[src/rtl/project_types.sv]
// Shared fetch-path types: instruction/address element types and the
// prefetch queue entry layout.
package project_types;

  localparam int INST_BYTES = 4;

  typedef logic [31:0] inst_addr_t;
  typedef logic [31:0] inst_t;

  typedef struct packed {
    inst_addr_t pc;
    inst_t      inst;
    logic       filled;
  } fetch_entry_t;

endpackage

[src/rtl/fetch_queue.sv]
// Instruction prefetch queue: pipelined in-order fetch requests, PC-tagged
// buffering toward decode, and redirect flush with stale-response discard.
module fetch_queue
  import project_types::*;
#(
  parameter int unsigned       DEPTH           = 4,
  parameter int unsigned       MAX_OUTSTANDING = 2,
  parameter int unsigned       ADDR_W          = 32,
  parameter int unsigned       DATA_W          = 32,
  parameter logic [ADDR_W-1:0] RESET_PC        = '0
) (
  input  logic              clk,
  input  logic              rst,
  output logic              mem_req_o,
  output logic [ADDR_W-1:0] mem_addr_o,
  input  logic              mem_gnt_i,
  input  logic              mem_rvalid_i,
  input  logic [DATA_W-1:0] mem_rdata_i,
  output logic              out_valid_o,
  output logic [DATA_W-1:0] out_inst_o,
  output logic [ADDR_W-1:0] out_pc_o,
  input  logic              out_ready_i,
  input  logic              redirect_i,
  input  logic [ADDR_W-1:0] redirect_pc_i
);

  localparam int PTR_W = $clog2(DEPTH);
  localparam int CNT_W = $clog2(DEPTH + 1);
  localparam int DC_W  = $clog2(MAX_OUTSTANDING + 1) + 1;

  logic [ADDR_W-1:0] fetch_pc_q, fetch_pc_d;
  logic [PTR_W-1:0]  head_q, head_d, tail_q, tail_d, fill_q, fill_d;
  logic [CNT_W-1:0]  alloc_q, alloc_d, outst_q, outst_d;
  logic [DC_W-1:0]   disc_q, disc_d;

  logic [DEPTH-1:0][ADDR_W-1:0] pc_q;
  logic [DEPTH-1:0][DATA_W-1:0] inst_q;
  logic [DEPTH-1:0]             filled_q;

  logic grant, rsp_fill, rsp_drop, pop, rsp_counted;
  logic unused_pc_bits;

  assign unused_pc_bits = ^redirect_pc_i[1:0];

  // Gated by rst so the request drops the instant reset asserts.
  assign mem_req_o   = rst && !redirect_i &&
                       (alloc_q < CNT_W'(DEPTH)) &&
                       (outst_q < CNT_W'(MAX_OUTSTANDING));
  assign mem_addr_o  = fetch_pc_q;
  assign out_valid_o = filled_q[head_q];
  assign out_inst_o  = inst_q[head_q];
  assign out_pc_o    = pc_q[head_q];

  assign grant       = mem_req_o && mem_gnt_i;
  assign rsp_drop    = mem_rvalid_i && (disc_q != '0);
  assign rsp_fill    = mem_rvalid_i && (disc_q == '0) && (outst_q != '0);
  assign pop         = out_valid_o && out_ready_i && !redirect_i;
  assign rsp_counted = mem_rvalid_i && ((disc_q != '0) || (outst_q != '0));

  always_comb begin
    fetch_pc_d = fetch_pc_q;
    head_d     = head_q;
    tail_d     = tail_q;
    fill_d     = fill_q;
    alloc_d    = alloc_q;
    outst_d    = outst_q;
    disc_d     = disc_q;
    if (redirect_i) begin
      // Everything in flight becomes stale; a response this cycle is one of them.
      head_d     = tail_q;
      fill_d     = tail_q;
      alloc_d    = '0;
      outst_d    = '0;
      disc_d     = disc_q + DC_W'(outst_q) - DC_W'(rsp_counted);
      fetch_pc_d = {redirect_pc_i[ADDR_W-1:2], 2'b00};
    end else begin
      if (grant) begin
        tail_d     = tail_q + 1'b1;
        fetch_pc_d = fetch_pc_q + ADDR_W'(INST_BYTES);
      end
      if (rsp_fill) fill_d = fill_q + 1'b1;
      if (rsp_drop) disc_d = disc_q - 1'b1;
      if (pop)      head_d = head_q + 1'b1;
      alloc_d = alloc_q + CNT_W'(grant) - CNT_W'(pop);
      outst_d = outst_q + CNT_W'(grant) - CNT_W'(rsp_fill);
    end
  end

  always_ff @(posedge clk or negedge rst) begin
    if (!rst) begin
      fetch_pc_q <= RESET_PC;
      head_q     <= '0;
      tail_q     <= '0;
      fill_q     <= '0;
      alloc_q    <= '0;
      outst_q    <= '0;
      disc_q     <= '0;
    end else begin
      fetch_pc_q <= fetch_pc_d;
      head_q     <= head_d;
      tail_q     <= tail_d;
      fill_q     <= fill_d;
      alloc_q    <= alloc_d;
      outst_q    <= outst_d;
      disc_q     <= disc_d;
    end
  end

  // Grant, fill and pop never hit the same slot: tail is unreserved,
  // fill is reserved-but-empty, head is filled.
  always_ff @(posedge clk or negedge rst) begin
    if (!rst) begin
      pc_q     <= '0;
      inst_q   <= '0;
      filled_q <= '0;
    end else if (redirect_i) begin
      filled_q <= '0;
    end else begin
      if (grant) begin
        pc_q[tail_q]     <= fetch_pc_q;
        filled_q[tail_q] <= 1'b0;
      end
      if (rsp_fill) begin
        inst_q[fill_q]   <= mem_rdata_i;
        filled_q[fill_q] <= 1'b1;
      end
      if (pop) filled_q[head_q] <= 1'b0;
    end
  end

endmodule

[config.mk]
export PLATFORM = sky130hd
export DESIGN_NAME = fetch_queue
export DESIGN_NICKNAME = d
export VERILOG_FILES = /design/src/rtl/project_types.sv /design/src/rtl/fetch_queue.sv
export SDC_FILE = /design/constraint.sdc
export NUM_CORES = 1
export LEC_CHECK = 0
export ABC_AREA = 1
export BUFFER_PORTS_ARGS = -buffer_cell sky130_fd_sc_hd__buf_2
export CORE_MARGIN = 2
export CORE_UTILIZATION = 59
export DETAILED_ROUTE_END_ITERATION = 10
export GPL_TIMING_DRIVEN = 0
export PLACE_DENSITY = 0.81
export SLEW_MARGIN = 10
export SYNTH_ARGS = -nofsm -noshare
export SYNTH_HDL_FRONTEND = slang
export SYNTH_SLANG_ARGS = --single-unit
[constraint.sdc]
create_clock -name clk -period 2.7 [get_ports clk]
set_input_delay 0.675 -clock clk [delete_from_list [all_inputs] [get_ports clk]]
set_output_delay 0.675 -clock clk [all_outputs]
set_load 0.03 [all_outputs]
==> flow_summary.ini <==
[sta]
min_period_ns = 2.731
setup_ws_ns = -0.03068
hold_violations = 0
timing.hold.ws_ns = 0.004885
clock_skew_ns = 0.01920
setup_tns_ns = -0.1120
final-setup-viol-count = 9
post-route-period-util = 1.011
drv_slew = 0
slew_headroom = 0.5551
worstMarginPinSlew_ns = 0.6674
rsz0062_at_grt = yes
max_freq_mhz = 366.2

[placed_design]
gp_congestion = 1.007
dp.cells = 2216
post-dp-hpwl_um = 28250
numPortBuffers = 160
placed_area_mm2 = 0.01528

[global_route]
grt_usage = 0.3638
antenna_found_initial = 1
grt_max_degree = 95
grt_overflow = 0
first_global_vias = 13383
grt_pass1_wl_um = 70060

[layout]
final_cell_area_mm2 = 0.01769
num-nets-final = 2047
mostFrequentLayoutCells = nand2_1 (397), o21ai_0 (318), dfrtp_1 (296)
instances_no_fill = 2295
areaGrowthSynthToFinish_pct = 26.35
layout-drive-gt1-share = 0.1924
final_common_cell = nand2_1

[critical_path]
end_kind = output pin
r2r_start = head_q[0]
start_kind = flip-flop
rr_endpoint = alloc_q[2]
r2r_cells = 14
critical_path_required_ns = 2.03
reg2reg_slack_ns = 0.09
critPathMaxFanout = 7
arrival_ns = 2.06
path_class = reg2out

[logic_synthesis]
yosysSeqAreaShare = 0.5309
synth_top_cell_by_area = dfrtp_1
yosysTopAreaCellShare = 0.5309
yosysWarnings = 0
ys_seq_elements = 297
synth_area_mm2 = 0.01400
synth.area.top_cells = dfrtp_1 (53%), o21ai_0 (12%), nand2_1 (11%)
synth.distinct_cells = 29
synth_area_per_cell_um2 = 8.083
netlist_instances = 1732

[route]
final_antenna_net_count = 0
wl_per_cell_um = 20.17
vias = 13636
drt_iter0_drc = 1559
avgViaCountPerCell = 5.942
dr.pass1.iters = 7
drt-total-wl_um = 46280
drc_errors = 0

[floorplanning]
fp.dieW_um = 158.0
initial_core_util = 0.5982
num_rows = 56
die_h_um = 158.0
core_mm2 = 0.02340
die_area_mm2 = 0.02498
io_pins = 168

[clock_tree]
root_buffer = clkbuf_16
numCtsBuffers = 34
path_clk_slew_ns = 0.06
ctsHoldBuffers = 0
cts_buffer_depth = 3
ctsHtreeMaxLevel = 2
cts_tree = built
cts.sinks = 297
clock_latency_ns = 0.51

[run_status]
status = finished with violations
violations = negative setup slack

[power_and_ir_drop]
power.leakage_uw = 0.008587
ir_worst_vdd_mv = 0.7787
power.density_mw_per_mm2 = 1174

[flow_run]
drv_cap = 0

[min_path]
hold_path_class = in2async
-- cell usage after synthesis, drive strengths merged --
cell type,count
a21oi,63
a22oi,2
buf,36
clkbuf,73
clkinv,1
conb,1
dfrtp,297
fa,3
ha,23
inv,117
nand2,400
nand3,29
nand4,4
nor2,246
nor3,2
o211ai,7
o21ai,349
o22ai,62
xnor2,4
xor2,13
-- sequential cells by signal (all words and copies together) (netlist names) --
| register | cells |
|---|---|
| pc_q | 120 |
| outst_q | 3 |
| filled_q | 4 |
| disc_q | 3 |
| alloc_q | 3 |
| inst_q | 128 |
| mem_addr_o | 30 |
| head_q | 2 |
| fill_q | 2 |
| tail_q | 2 |
-- power breakdown --
group	switching, uW	internal [uW]
Sequential	881	5750
Combinational	5680	3580
Clock	1870	3000
-- worst max path at each step --
stage	start	to	slack (ns)	cells after the start
global route	head_q[0]	out_inst_o[0]	-0.07	6
global placement	rst	alloc_q[2]	-5.43	11
detailed placement	rst	alloc_q[2]	-1.07	12
CTS	head_q[0]	out_pc_o[20]	-0.03	8
finish	head_q[0]	out_pc_o[3]	-0.03	8
floorplan	redirect_i	alloc_q[2]	0.004	10
-- final cells by class --
cell class              instances  area (um2)
diodes                          1       2.502
well taps                     319       399.1
repair buffers                183        1444
inverters                     118       450.4
clock buffers                  47        1011
plain buffers                 106       790.8
multi-input cells            1211        5982
flip-flops and latches        297        7433
fillers                      1691        5714
clock inverters                13       175.2
-- metrics by stage --
stage / worst slack, ns / util / total power, uW
final: -0.03068 / 0.7558 / 20770
after global routing: -0.06593 / 0.7557 / 21770
after CTS: -0.02758 / 0.7324 / 19550
after detailed placement: -1.072 / 0.6527 / 13700
after global placement: -5.428 / 0.6500 / 13460
after floorplan: 0.003523 / - / 11360
-- metal layers --
metal / global-route usage / share of wire
met3: 0.07391 / 0.11
met4: 0.1690 / 0.045
met2: 0.5832 / 0.47
met5: 0 / 0
met1: 0.4793 / 0.37
-- worst max-delay path: stages, from the launching register on --
cell	delay, ns
dfrtp_1	0.41
buf_6	0.17
inv_8	0.08
buf_12	0.14
clkbuf_16	0.17
clkbuf_16	0.16
nor2_2	0.04
o22ai_2	0.20
buf_6	0.16
-- cell families (layout without fill, tap and decap cells) --
family          after synthesis  count (layout)  share of synthesized area
simple gates                681             681                     0.1890
buf+inv                     227             467                    0.06453
compound gates              483             483                     0.1798
xor+xnor                     17              17                    0.01064
flops                       297             297                     0.5309
other cells                   1               5                  0.0002679
fa+ha+maj                    26              26                    0.02485
-- timing repair --
| action | CTS | global route |
|---|---|---|
| gates cloned | 4 | 7 |
| setup endpoints to repair | 206 | 63 |
| resized for setup | 154 | 173 |
| pin swaps | 10 | 38 |
| setup buffers | 7 | 3 |
No activity file was read; power rests on OpenSTA's default activity.
